===== config.mk =====
export PLATFORM = sky130hd
export DESIGN_NAME = seq_detect_ctrl_flat
export DESIGN_NICKNAME = d
export VERILOG_FILES = /design/src/rtl/seq_detect_ctrl_if.sv /design/src/rtl/seq_detect_ctrl.sv /design/src/flat_wrapper.sv
export SDC_FILE = /design/constraint.sdc
export NUM_CORES = 1
export LEC_CHECK = 0
export ABC_CLOCK_PERIOD_IN_PS = 5400
export BUFFER_PORTS_ARGS = -buffer_cell sky130_fd_sc_hd__buf_4
export CORE_MARGIN = 2
export CORE_UTILIZATION = 58
export CTS_BUF_LIST = sky130_fd_sc_hd__clkbuf_16
export CTS_CLUSTER_SIZE = 14
export DETAILED_ROUTE_END_ITERATION = 8
export GPL_TIMING_DRIVEN = 0
export PLACE_DENSITY = 0.85
export REMOVE_ABC_BUFFERS = 1
export SETUP_SLACK_MARGIN = 0.5
export SLEW_MARGIN = 20
export SYNTH_ARGS = -nofsm -noshare
export SYNTH_HDL_FRONTEND = slang
export SYNTH_SLANG_ARGS = --single-unit

===== constraint.sdc =====
create_clock -name clk -period 5.4 [get_ports clk]
set_input_delay 0.27 -clock clk [delete_from_list [all_inputs] [get_ports clk]]
set_output_delay 0.27 -clock clk [all_outputs]
set_load 0.05 [all_outputs]

===== src/rtl/seq_detect_ctrl_if.sv =====
// Producer/config/result bundle between a word-oriented master and seq_detect_ctrl.
interface seq_detect_ctrl_if #(
  parameter int DATA_W = 8,
  parameter int PAT_W  = 3,
  parameter int CNT_W  = 8
);
  logic              cfg_we;
  logic [PAT_W-1:0]  cfg_pattern;
  logic              cfg_overlap;
  logic [CNT_W-1:0]  cfg_thresh;
  logic              in_valid;
  logic [DATA_W-1:0] in_data;
  logic              in_ready;
  logic              clr_cnt;
  logic              match;
  logic [CNT_W-1:0]  match_cnt;
  logic              irq;
  logic              busy;

  modport master (
    output cfg_we, cfg_pattern, cfg_overlap, cfg_thresh, in_valid, in_data, clr_cnt,
    input  in_ready, match, match_cnt, irq, busy
  );

  modport slave (
    input  cfg_we, cfg_pattern, cfg_overlap, cfg_thresh, in_valid, in_data, clr_cnt,
    output in_ready, match, match_cnt, irq, busy
  );
endinterface


===== src/rtl/seq_detect_ctrl.sv =====
// Serializes accepted words MSB-first into a programmable pattern detector,
// with overlap control, a saturating match counter and a sticky threshold irq.
module seq_detect_ctrl #(
  parameter int DATA_W = 8,
  parameter int PAT_W  = 3,
  parameter int CNT_W  = 8
) (
  input logic             clk,
  input logic             rst,
  seq_detect_ctrl_if.slave bus
);
  localparam int IDX_W  = (DATA_W > 1) ? $clog2(DATA_W) : 1;
  localparam int FILL_W = $clog2(PAT_W + 1);
  localparam logic [PAT_W-1:0] PAT_RST = PAT_W'((1 << (PAT_W - 1)) | 1);

  typedef enum logic {IDLE, SHIFT} state_t;

  state_t            state_q, state_d;
  logic [DATA_W-1:0] word_q;
  logic [IDX_W-1:0]  idx_q;
  logic [PAT_W-1:0]  pattern_q, hist_q, hist_d;
  logic              overlap_q;
  logic [CNT_W-1:0]  thresh_q, cnt_q, cnt_d;
  logic [FILL_W-1:0] fill_q, fill_d;
  logic              match_q, irq_q, irq_d;
  logic              hit, accept, cfg_load;

  function automatic logic [CNT_W-1:0] sat_inc(input logic [CNT_W-1:0] v);
    return (&v) ? v : v + CNT_W'(1);
  endfunction

  function automatic logic [FILL_W-1:0] sat_fill(input logic [FILL_W-1:0] v);
    return (v == FILL_W'(PAT_W)) ? v : v + FILL_W'(1);
  endfunction

  always_ff @(posedge clk or negedge rst) begin
    if (!rst) state_q <= IDLE;
    else      state_q <= state_d;
  end

  always_comb begin
    state_d      = state_q;
    bus.in_ready = 1'b0;
    bus.busy     = 1'b0;
    accept       = 1'b0;
    cfg_load     = 1'b0;
    hist_d       = hist_q;
    fill_d       = fill_q;
    hit          = 1'b0;
    case (state_q)
      IDLE: begin
        bus.in_ready = 1'b1;
        cfg_load     = bus.cfg_we;
        accept       = bus.in_valid;
        if (accept) state_d = SHIFT;
      end
      SHIFT: begin
        bus.busy = 1'b1;
        hist_d   = PAT_W'({hist_q, word_q[idx_q]});
        fill_d   = sat_fill(fill_q);
        hit      = (fill_d == FILL_W'(PAT_W)) && (hist_d == pattern_q);
        // Non-overlapping mode: bits that formed a match may not start the next one.
        if (hit && !overlap_q) fill_d = '0;
        if (idx_q == '0) state_d = IDLE;
      end
      default: state_d = IDLE;
    endcase
  end

  // Counter clear takes priority over a same-cycle increment.
  always_comb begin
    cnt_d = cnt_q;
    irq_d = irq_q;
    if (bus.clr_cnt) begin
      cnt_d = '0;
      irq_d = 1'b0;
    end else begin
      if (hit) cnt_d = sat_inc(cnt_q);
      if ((thresh_q != '0) && (cnt_d >= thresh_q)) irq_d = 1'b1;
    end
  end

  always_ff @(posedge clk or negedge rst) begin
    if (!rst) begin
      idx_q     <= '0;
      pattern_q <= PAT_RST;
      overlap_q <= 1'b0;
      thresh_q  <= '0;
      hist_q    <= '0;
      fill_q    <= '0;
      match_q   <= 1'b0;
      cnt_q     <= '0;
      irq_q     <= 1'b0;
    end else begin
      if (accept)                idx_q <= IDX_W'(DATA_W - 1);
      else if (state_q == SHIFT) idx_q <= idx_q - IDX_W'(1);
      if (cfg_load) begin
        pattern_q <= bus.cfg_pattern;
        overlap_q <= bus.cfg_overlap;
        thresh_q  <= bus.cfg_thresh;
        hist_q    <= '0;
        fill_q    <= '0;
      end else begin
        hist_q <= hist_d;
        fill_q <= fill_d;
      end
      match_q <= hit;
      cnt_q   <= cnt_d;
      irq_q   <= irq_d;
    end
  end

  always_ff @(posedge clk) begin
    if (accept) word_q <= bus.in_data;
  end

  assign bus.match     = match_q;
  assign bus.match_cnt = cnt_q;
  assign bus.irq       = irq_q;
endmodule


===== src/flat_wrapper.sv =====
// flat-port wrapper written by rule: the top's interface ports become plain ports
module seq_detect_ctrl_flat 
#(
  parameter int DATA_W = 8,
  parameter int PAT_W  = 3,
  parameter int CNT_W  = 8
)
  (clk, rst, bus_cfg_we, bus_cfg_pattern, bus_cfg_overlap, bus_cfg_thresh, bus_in_valid, bus_in_data, bus_clr_cnt, bus_in_ready, bus_match, bus_match_cnt, bus_irq, bus_busy);
  seq_detect_ctrl_if #(.DATA_W(DATA_W), .PAT_W(PAT_W), .CNT_W(CNT_W)) bus_i ();
  input logic clk;
  input logic rst;
  input wire logic [$bits(bus_i.cfg_we)-1:0] bus_cfg_we;
  input wire logic [$bits(bus_i.cfg_pattern)-1:0] bus_cfg_pattern;
  input wire logic [$bits(bus_i.cfg_overlap)-1:0] bus_cfg_overlap;
  input wire logic [$bits(bus_i.cfg_thresh)-1:0] bus_cfg_thresh;
  input wire logic [$bits(bus_i.in_valid)-1:0] bus_in_valid;
  input wire logic [$bits(bus_i.in_data)-1:0] bus_in_data;
  input wire logic [$bits(bus_i.clr_cnt)-1:0] bus_clr_cnt;
  output wire logic [$bits(bus_i.in_ready)-1:0] bus_in_ready;
  output wire logic [$bits(bus_i.match)-1:0] bus_match;
  output wire logic [$bits(bus_i.match_cnt)-1:0] bus_match_cnt;
  output wire logic [$bits(bus_i.irq)-1:0] bus_irq;
  output wire logic [$bits(bus_i.busy)-1:0] bus_busy;
  assign bus_i.cfg_we = bus_cfg_we;
  assign bus_i.cfg_pattern = bus_cfg_pattern;
  assign bus_i.cfg_overlap = bus_cfg_overlap;
  assign bus_i.cfg_thresh = bus_cfg_thresh;
  assign bus_i.in_valid = bus_in_valid;
  assign bus_i.in_data = bus_in_data;
  assign bus_i.clr_cnt = bus_clr_cnt;
  assign bus_in_ready = bus_i.in_ready;
  assign bus_match = bus_i.match;
  assign bus_match_cnt = bus_i.match_cnt;
  assign bus_irq = bus_i.irq;
  assign bus_busy = bus_i.busy;
  seq_detect_ctrl #(.DATA_W(DATA_W), .PAT_W(PAT_W), .CNT_W(CNT_W)) u_core (.clk(clk), .rst(rst), .bus(bus_i));
endmodule

Word level (Yosys, flattened, before mapping)

Index checks and enable logic that the tools add are counted.

Magnitude comparators: 2
Reductions and logical operators: 10
Mux-type cells: 24
Equality and inequality tests: 3
Bitwise operators: 1
$add $sub $neg: 3

Operators with widths:

| operator              | number |
|---|---|
| $mux W8               | 4 |
| $mux W2               | 6 |
| $mux W1               | 10 |
| $add A8 B1 Y8 const B | 1 |
| $ge A8 B8 Y1          | 1 |
| $reduce_and A8 Y1     | 1 |
| $reduce_bool A8 Y1    | 1 |
| $mux W3               | 2 |
| $reduce_bool A2 Y1    | 3 |
| $eq A2 B2 Y1 const B  | 2 |
| $lt A3 B4 Y1 const B  | 1 |
| $bmux W1 S3           | 1 |
| $eq A3 B3 Y1          | 1 |
| $logic_and A1 B1 Y1   | 3 |
| $logic_not A3 Y1      | 1 |
| $sub A3 B1 Y3 const B | 1 |
| $add A2 B1 Y2 const B | 1 |
| $pmux W1 S2           | 1 |
| $logic_not A1 Y1      | 1 |
| $not A1 Y1            | 1 |

Word-level logic and storage cells: 54
Output and inout port bits: 12
Bits in registers: 38
Input bits: 25

Depth between registers and ports, before layout

Gate-level depths: netlist of the first run.

Word-level depth: 11
Depth in mapped cells: 13
Mapped depth without buffers: 12

Worst setup path after synthesis of the first run

OpenSTA, ideal clock, no wires.

Path type: register to register
Start: register u_core.state_q
End: register u_core.irq_q, in the netlist u_core.bus.irq
Setup slack: 2.279 ns
Stages on the path, launching flop included: 13
Data arrival time: 2.995 ns
Cell sequence: dfrtp_1 -> clkbuf_1 -> nand4_1 -> or2_2 -> clkbuf_1 -> or3_1 -> and2_1 -> ha_1 -> nand2b_1 -> a21o_1 -> a211oi_1 -> o21a_1 -> a2111oi_0

Word-level cells in the longest chain between the ends: 6

Ends and longest elaborated chain:

| item                                | RTL line               | source |
|---|---|---|
| start, declared                     | seq_detect_ctrl.sv:18  | `state_t state_q, state_d;` |
| start signal, assigned              | seq_detect_ctrl.sv:38  | `else state_q <= state_d;` |
| $mux W1                             | seq_detect_ctrl.sv:50  | `case (state_q)` |
| $mux W8                             | seq_detect_ctrl.sv:78  | `if (hit) cnt_d = sat_inc(cnt_q);` |
| $mux W8                             | seq_detect_ctrl.sv:74  | `if (bus.clr_cnt) begin` |
| $ge A8 B8 Y1                        | seq_detect_ctrl.sv:79  | `if ((thresh_q != '0) && (cnt_d >= thresh_q)) irq_d = 1'b1;` |
| $logic_and A1 B1 Y1                 | seq_detect_ctrl.sv:79  |  |
| $reduce_bool A2 Y1 (no source line) | n/a                    |  |
| end signal, assigned                | seq_detect_ctrl.sv:109 | `irq_q <= irq_d;` |
| end, declared                       | seq_detect_ctrl.sv:25  | `logic match_q, irq_q, irq_d;` |

Every way passes these cells. The select of a mux whose other input is x is not followed.
A chain may end at the register's enable or synchronous reset.

Worst setup path after layout of the first run

Start: register u_core.idx_q[0]
End: register u_core.irq_q, in the netlist u_core.bus.irq

Word-level cells in the longest chain between the ends: 10

Ends and longest elaborated chain:

| item                                | RTL line              | source |
|---|---|---|
| start, declared                     | seq_detect_ctrl.sv:20 | `logic [IDX_W-1:0] idx_q;` |
| start signal, assigned              | seq_detect_ctrl.sv:95 | `if (accept) idx_q <= IDX_W'(DATA_W - 1);` |
| start signal, assigned              | seq_detect_ctrl.sv:96 | `else if (state_q == SHIFT) idx_q <= idx_q - IDX_W'(1);` |
| $bmux W1 S3                         | seq_detect_ctrl.sv:59 | `hist_d = PAT_W'({hist_q, word_q[idx_q]});` |
| $mux W1 (implied by the code)       | seq_detect_ctrl.sv:59 |  |
| $eq A3 B3 Y1                        | seq_detect_ctrl.sv:61 | `hit = (fill_d == FILL_W'(PAT_W)) && (hist_d == pattern_q);` |
| $logic_and A1 B1 Y1                 | seq_detect_ctrl.sv:61 |  |
| $mux W1                             | seq_detect_ctrl.sv:50 |  |
| $mux W8                             | seq_detect_ctrl.sv:78 |  |
| $mux W8                             | seq_detect_ctrl.sv:74 |  |
| $ge A8 B8 Y1                        | seq_detect_ctrl.sv:79 |  |
| $logic_and A1 B1 Y1                 | seq_detect_ctrl.sv:79 |  |
| $reduce_bool A2 Y1 (no source line) | n/a                   |  |

Every way passes these cells. The select of a mux whose other input is x is not followed.

==> results of run 1 <==
-- kinds of logic (layout without fill, tap and decap cells) --
logic type / Yosys count / count (layout) / share of synthesized area
and+or+nand+nor: 55 / 55 / 0.150
DFF: 38 / 38 / 0.510
AOI/OAI and AO/OA: 32 / 32 / 0.0996
buffers and inverters: 18 / 56 / 0.0385
muxes: 14 / 14 / 0.100
adders and majority gates: 11 / 11 / 0.0706
xor gates and xnor gates: 7 / 7 / 0.0315
-- layer usage --
| layer | part of all wire | wire length (um) | vias to the layer above |
|---|---|---|---|
| met3 | 0.057 | 238 | 6 |
| li1 | - | - | 706 |
| met5 | 0 | 0 | - |
| met2 | 0.55 | 2320 | 56 |
| met1 | 0.37 | 1570 | 721 |
| met4 | 0.016 | 68 | 0 |
-- cell usage after synthesis --
master      n
dfrtp_1    28
nand2_1    16
ha_1       11
inv_1      11
mux2_2     11
o21ai_0    11
a21oi_1    10
nor3_1     10
edfxtp_1    8
clkbuf_1    6
nor2_1      6
nand3_1     5
nor2b_1     5
xnor2_1     5
or4_1       3
a2111oi_0   2
a21o_1      2
dfstp_2     2
nand4_1     2
o31ai_1     2
or4_4       2
xor2_1      2
a211oi_1    1
a22o_1      1
and2_1      1
buf_6       1
mux2i_4     1
mux4_1      1
mux4_2      1
nand2b_1    1
nand3b_1    1
nor4_2      1
o2111ai_1   1
o21a_1      1
o22a_1      1
or2_2       1
or3_1       1
-- flip-flops by register name (all words and copies together) (netlist names) --
signal	flops
u_core.hist_q	2
u_core.bus.match	1
u_core.word_q	8
u_core.bus.match_cnt	8
u_core.fill_q	2
u_core.overlap_q	1
u_core.bus.irq	1
u_core.pattern_q	3
u_core.state_q	1
u_core.thresh_q	8
u_core.idx_q	3
-- cell type report --
cell class | count | area [um2] | area share
flip-flops and latches | 38 | 993 | 0.415
multi-input cells | 119 | 882 | 0.369
repair buffers | 37 | 280 | 0.117
clock buffers | 5 | 125 | 0.0523
well taps | 46 | 57.6 | 0.0241
inverters | 11 | 41.3 | 0.0173
clock inverters | 3 | 12.5 | 0.00523
-- worst max-delay path: cells and delay by family (launching register included) --
kind | cells | cell delay [ps]
adders and majority gates | 1 | 310
DFF | 1 | 450
muxes | 3 | 1170
and+or+nand+nor | 1 | 580
xor gates and xnor gates | 1 | 300
AOI/OAI and AO/OA | 3 | 690
-- worst max-delay path by stage --
stage               slack, ps  cells past startpoint             from        endpoint
CTS                      1740                      9  u_core.idx_q[0]  u_core.bus.irq
floorplan                2220                      9  u_core.idx_q[0]  u_core.bus.irq
global route             1570                      9  u_core.idx_q[0]  u_core.bus.irq
global placement         1970                      9  u_core.idx_q[0]  u_core.bus.irq
detailed placement       1710                      9  u_core.idx_q[0]  u_core.bus.irq
finish                   1740                      9  u_core.idx_q[0]  u_core.bus.irq
-- repair_timing --
action,in CTS,in global routing
hold buffers,1,0
gates resized for setup,0,0
endpoints found under the hold margin,28,0
-- power by group through the flow --
stage | Clock, W | Sequential, W | Combinational (W)
final | 0.000273 | 0.000470 | 0.000459
after global routing | 0.000292 | 0.000479 | 0.000506
after CTS | 0.000280 | 0.000469 | 0.000461
after detailed placement | 0 | 0.000473 | 0.000450
after global placement | 0 | 0.000462 | 0.000422
after floorplan | 0 | 0.000474 | 0.000314
-- per-stage QoR --
step,std cells,power [W],setup slack (ps)
6_report,259,0.00120,1740
5_1_grt,259,0.00128,1570
4_1_cts,259,0.00121,1740
3_5_place_dp,250,0.000923,1710
3_3_place_gp,250,0.000884,1970
2_1_floorplan,168,0.000788,2220
==> reports/results.tsv, run 1 <==
stage	metric	value	unit
routing	First-pass DRT Iterations	5	
clock_tree	CTS Buf Count	5	
global_routing	vias in the first global route	1470	
pwr	Flop pwr share	0.391	
global_routing	met3 usage	0.0580	
timing	Sum Neg Setup Slack	0	ps
global_routing	Remaining Overflow, GRT	0	
clock_tree	CTS root buf	clkbuf_16	
global_routing	largest net degree at the start of global routing	31	
pwr	Worst IR Drop VDD	0.000314	V
global_routing	M1 GR Usage	0.261	
cells_and_area	area grow syn2layout	22.8	%
floorplanning	Die H	62.0	um
cells_and_area	Fillers	239	
timing	Max Fclk	273	MHz
pwr	Clock power frac	0.227	
floorplanning	core area	3280	um2
routing	# DRC	0	
cells_and_area	Layout Cell Area excl Fill	2390	um2
floorplanning	total I/O pin count	37	
cells_and_area	commonest non-fill, non-tap cell in the layout	buf_4	
worst_setup_path	reg-to-reg startpoint	u_core.idx_q[0]	
worst_setup_path	reg2reg end	u_core.bus.irq	
synth	top cell type's share of synthesized area	0.360	
pwr	Psw	0.000454	W
pwr	Sw Share	0.378	
synth	Yosys top cell by area	dfrtp_1	
worst_setup_path	CP required	5540	ps
global_routing	Tot GR Track Use	0.238	
synth	Mapped Area	1950	um2
cells_and_area	# diodes	0	
routing	Iter 0 DRT Violations	61	
routing	via/cell ratio	5.75	
clock_tree	worst skew pair latency	280	ps
floorplanning	Initial Util	0.593	
timing	Worst slew margin	0.369	
timing	Fin Hold WS	168	ps
place	PortBufs	36	
cells_and_area	commonest cells after routing, fill and taps aside	buf_4 (36), dfrtp_1 (28), nand2_1 (16)	
place	Placed Area	2240	um2
worst_setup_path	cell depth of the worst flop-to-flop path	9	
pwr	power density cells	503	nW/um2
synth	total number of yosys warnings	0	
clock_tree	setup bufs post-CTS	0	
timing	worst slew pin tran	939	ps
pwr	Logic pwr share	0.382	
outcome	outcome	completed	
floorplanning	FP Rows	21	
worst_setup_path	worst stage delay on the critical path	640	ps
worst_setup_path	critical path cell sequence	mux4_1, mux2i_4, xnor2_1, or4_4, mux2_2, ha_1, o2111ai_1, o21a_1, a2111oi_0	
timing	period utilization	0.678	
timing	crit path time final	3660	ps
worst_setup_path	critical path type	reg2reg	
pwr	internal power	0.000748	W
routing	Post-DRT Antenna Nets	0	
clock_tree	CTS clock-pin slew for the worst setup and hold paths	50	ps
cells_and_area	Finished Core Util	0.728	
worst_setup_path	crit path DAT	3800	ps
clock_tree	H-tree depth	2	
routing	drt wl/cell	16.2	um
place	Final GP Congestion	0.891	
place	DPL Wire Length	3.00	mm
synth	post-synthesis cell count	175	
routing	Via Count	1489	
synth	top cells by area, synth	dfrtp_1 (36%), edfxtp_1 (12%), ha_1 (7.1%), mux2_2 (6.4%), nand2_1 (3.1%)	
clock_tree	CTS tree	done	
timing	clock skew	5.06	ps
cells_and_area	nets@finish	248	
floorplanning	overall die area	3840	um2
clock_tree	clk sinks	38	
worst_setup_path	Crit-path slowest cell	mux4_1	
timing	Hold Violations, Final	0	
timing	Slew Limit Fails	0	
timing	final setup fails	0	
hold_path	Worst Hold End	u_core.word_q[4]	
synth	post-synthesis sequential area ratio	0.510	
hold_path	Hold Path Origin	bus_in_data[4]	
synth	mean post-synth cell area	11.1	um2
cells_and_area	fraction of layout cells with a size suffix above 1	0.291	
worst_setup_path	CP Capture Type	flip-flop	
worst_setup_path	R2R Setup Slk	1740	ps
global_routing	first-pass GRT wire length	6.50	mm
floorplanning	die width	62.0	um
timing	RSZ-0062 raised after global routing	no	
synth	register bit count reported by yosys	38	
synth	synth unique cells	37	
routing	Total Routed Length	4.19	mm
worst_setup_path	worst-path maximum fanout	12	
flow_run	MaxCap Viol Count	0	
hold_path	HP Class	in2reg	
global_routing	grt met2 use	0.438	
hold_path	hold path cells	1	
global_routing	initial antenna violation count	0	
global_routing	gr busiest metal	met2	
clock_tree	clock buffer depth	2	
worst_setup_path	Critical Path Source Type	flip-flop	
pwr	Lkg Pwr	1.08	nW
(Power assumes the default switching activity.)
==> run 2, diff against run 1 <==
--- a/config.mk
+++ b/config.mk
@@ -5,15 +5,15 @@
 export SDC_FILE = /design/constraint.sdc
 export NUM_CORES = 1
 export LEC_CHECK = 0
-export ABC_CLOCK_PERIOD_IN_PS = 5400
+export ABC_CLOCK_PERIOD_IN_PS = 3000
 export BUFFER_PORTS_ARGS = -buffer_cell sky130_fd_sc_hd__buf_4
 export CORE_MARGIN = 2
-export CORE_UTILIZATION = 58
+export CORE_UTILIZATION = 49
 export CTS_BUF_LIST = sky130_fd_sc_hd__clkbuf_16
 export CTS_CLUSTER_SIZE = 14
 export DETAILED_ROUTE_END_ITERATION = 8
 export GPL_TIMING_DRIVEN = 0
-export PLACE_DENSITY = 0.85
+export PLACE_DENSITY = 0.77
 export REMOVE_ABC_BUFFERS = 1
 export SETUP_SLACK_MARGIN = 0.5
 export SLEW_MARGIN = 20
==> constraint.sdc (replaced) <==
create_clock -name clk -period 3 [get_ports clk]
set_input_delay 0.15 -clock clk [delete_from_list [all_inputs] [get_ports clk]]
set_output_delay 0.15 -clock clk [all_outputs]
set_load 0.05 [all_outputs]
==> run 2 against run 1 <==
The run now ends with negative setup slack left. Setup slack got worse by 1800 ps. Total power increased by 99%. Via count unchanged. Critical path type unchanged.
==> reports/results.tsv, run 2 (synthesized netlist as in run 1, its figures left out) <==
stage	metric	value	unit	change
outcome	outcome	finished with violations		was completed
outcome	violated checks	negative setup slack		
clock_tree	worst skew pair latency	280	ps	about the same
pwr	total power	0.00240	W	was 0.00120 W
routing	drt wl/cell	15.5	um	was 16.2 um
timing	PnR worst setup slack	-108	ps	was 1740 ps
cells_and_area	area of the multi-input gates	971	um2	was 882 um2
cells_and_area	commonest cells after routing, fill and taps aside	buf_4 (41), dfrtp_1 (26), nand2_1 (16)		was buf_4 (36), dfrtp_1 (28), nand2_1 (16)
worst_setup_path	CP required	3150	ps	was 5540 ps
pwr	power density cells	946	nW/um2	was 503 nW/um2
floorplanning	total I/O pin count	37		unchanged
timing	clock skew	2.03	ps	was 5.06 ps
clock_tree	CTS clock-pin slew for the worst setup and hold paths	50	ps	about the same
floorplanning	Die H	67.1	um	was 62.0 um
cells_and_area	fraction of layout cells with a size suffix above 1	0.365		was 0.291
clock_tree	CTS Buf Count	5		unchanged
routing	Post-DRT Antenna Nets	0		unchanged
global_routing	vias in the first global route	1598		was 1470
clock_tree	CTS root buf	clkbuf_16		unchanged
timing	Max Fclk	322	MHz	was 273 MHz
worst_setup_path	worst-path maximum fanout	5		was 12
cells_and_area	Layout Cell Area excl Fill	2530	um2	was 2390 um2
timing	Hold Violations, Final	0		unchanged
cells_and_area	nets@finish	254		was 248
routing	# DRC	0		unchanged
place	DPL Wire Length	2.85	mm	was 3.00 mm
worst_setup_path	crit path DAT	3260	ps	was 3800 ps
global_routing	Remaining Overflow, GRT	0		unchanged
worst_setup_path	Top Family by Delay on Critical Path	multiplexers		unchanged
place	Final GP Congestion	0.730		was 0.891
routing	Total Routed Length	4.14	mm	was 4.19 mm
routing	First-pass DRT Iterations	4		was 5
worst_setup_path	critical path type	reg2reg		unchanged
routing	via/cell ratio	5.58		was 5.75
timing	worst slew pin tran	802	ps	was 939 ps
cells_and_area	area grow syn2layout	30.1	%	was 22.8%
clock_tree	H-tree depth	2		unchanged
floorplanning	core area	3740	um2	was 3280 um2
flow_run	MaxCap Viol Count	0		unchanged
worst_setup_path	worst stage delay on the critical path	560	ps	was 640 ps
global_routing	Tot GR Track Use	0.210		was 0.238
timing	period utilization	1.04		was 0.678
cells_and_area	Fillers	306		was 239
timing	Worst slew margin	0.463		was 0.369
routing	Via Count	1489		unchanged
global_routing	initial antenna violation count	0		unchanged
floorplanning	FP Rows	22		was 21
floorplanning	Initial Util	0.520		was 0.593
pwr	Lkg Pwr	1.13	nW	was 1.08 nW
global_routing	first-pass GRT wire length	6.93	mm	was 6.50 mm
pwr	Worst IR Drop VDD	0.000568	V	was 0.000314 V
global_routing	largest net degree at the start of global routing	31		unchanged
floorplanning	overall die area	4500	um2	was 3840 um2
worst_setup_path	Crit-path slowest cell	or4_4		was mux4_1
timing	crit path time final	3110	ps	was 3660 ps
worst_setup_path	Critical Path Source Type	flip-flop		unchanged
cells_and_area	# diodes	0		unchanged
place	Placed Area	2250	um2	was 2240 um2
floorplanning	die width	67.1	um	was 62.0 um
clock_tree	CTS tree	done		unchanged
timing	final setup fails	1		was 0
hold_path	HP Class	in2reg		unchanged
worst_setup_path	critical path cell sequence	mux4_2, mux2i_4, xnor2_4, or4_4, mux2_4, ha_4, a2111oi_4, o21a_1, a2111oi_2		was mux4_1, mux2i_4, xnor2_1, or4_4, mux2_2, ha_1, o2111ai_1, o21a_1, a2111oi_0
routing	Iter 0 DRT Violations	108		was 61
place	PortBufs	36		unchanged
cells_and_area	register area	996	um2	was 993 um2
clock_tree	clk sinks	38		unchanged
timing	Slew Limit Fails	0		unchanged
cells_and_area	commonest non-fill, non-tap cell in the layout	buf_4		unchanged
worst_setup_path	CP Capture Type	flip-flop		unchanged
clock_tree	clock buffer depth	2		unchanged
worst_setup_path	Critical path buffers and inverters	0		unchanged
timing	RSZ-0062 raised after global routing	yes		was no
## run 2: cell types whose count changed in the layout (fill, tap and decap cells not counted), moves of 2 or more
| cell | delta |
|---|---|
| buf_4 | +5 |
| a2111oi_0 | -2 |
| dfrtp_1 | -2 |
| dfrtp_2 | +2 |
| ha_1 | -2 |
## run 2: layer usage
metal	track usage	vias to the layer above	wire length [um]
li1	-	711	-
met1	0.224	723	1630
met2	0.386	42	2200
met5	0	-	0
met4	0.105	0	118
met3	0.0422	13	202
## run 2: power by group
part	switching, W	internal [W]	total (W)
combinational	0.000549	0.000507	0.00106
sequential	0.000144	0.000703	0.000848
clock	0.000195	0.000300	0.000495
## run 2: metrics by stage
step           TNS, ps  utilization  hold WS (ps)  cells  setup WS [ps]
6_report          -108        0.677          42.3    267           -108
5_1_grt           -205        0.677          43.3    267           -205
4_1_cts           -125        0.672          43.7    267           -125
3_5_place_dp      -575        0.600           101    252           -575
3_3_place_gp      -449        0.600          94.6    252           -449
2_1_floorplan     -181            -          -146    168           -181
## run 2: final cells by class
cell class	instances	area share
clock buffer	5	0.0494
clock inverter	3	0.00494
inverter	11	0.0163
multi-input combinational	119	0.383
sequential	38	0.393
tap	48	0.0237
timing repair buffer	43	0.130
## run 2: timing repair
action	4_1_cts	5_1_grt
hold endpoints to repair	28	0
pin swaps	6	4
gates resized for setup	15	4
hold buffers	1	0
endpoints found under the setup margin	4	1
setup buffers	6	0
## run 2: final timing paths
check / slack, ps / cells after the start / to / from
setup / recovery: -110 / 9 / u_core.bus.irq / u_core.idx_q[0]
hold reg to reg: 520 / 1 / u_core.overlap_q / u_core.overlap_q
min in group asynchronous: 340 / 2 / u_core.thresh_q[6] / rst
max in group asynchronous: 2350 / 2 / u_core.pattern_q[2] / rst
hold / removal: 40 / 1 / u_core.word_q[0] / bus_in_data[0]
setup reg to reg: -110 / 9 / u_core.bus.irq / u_core.idx_q[0]
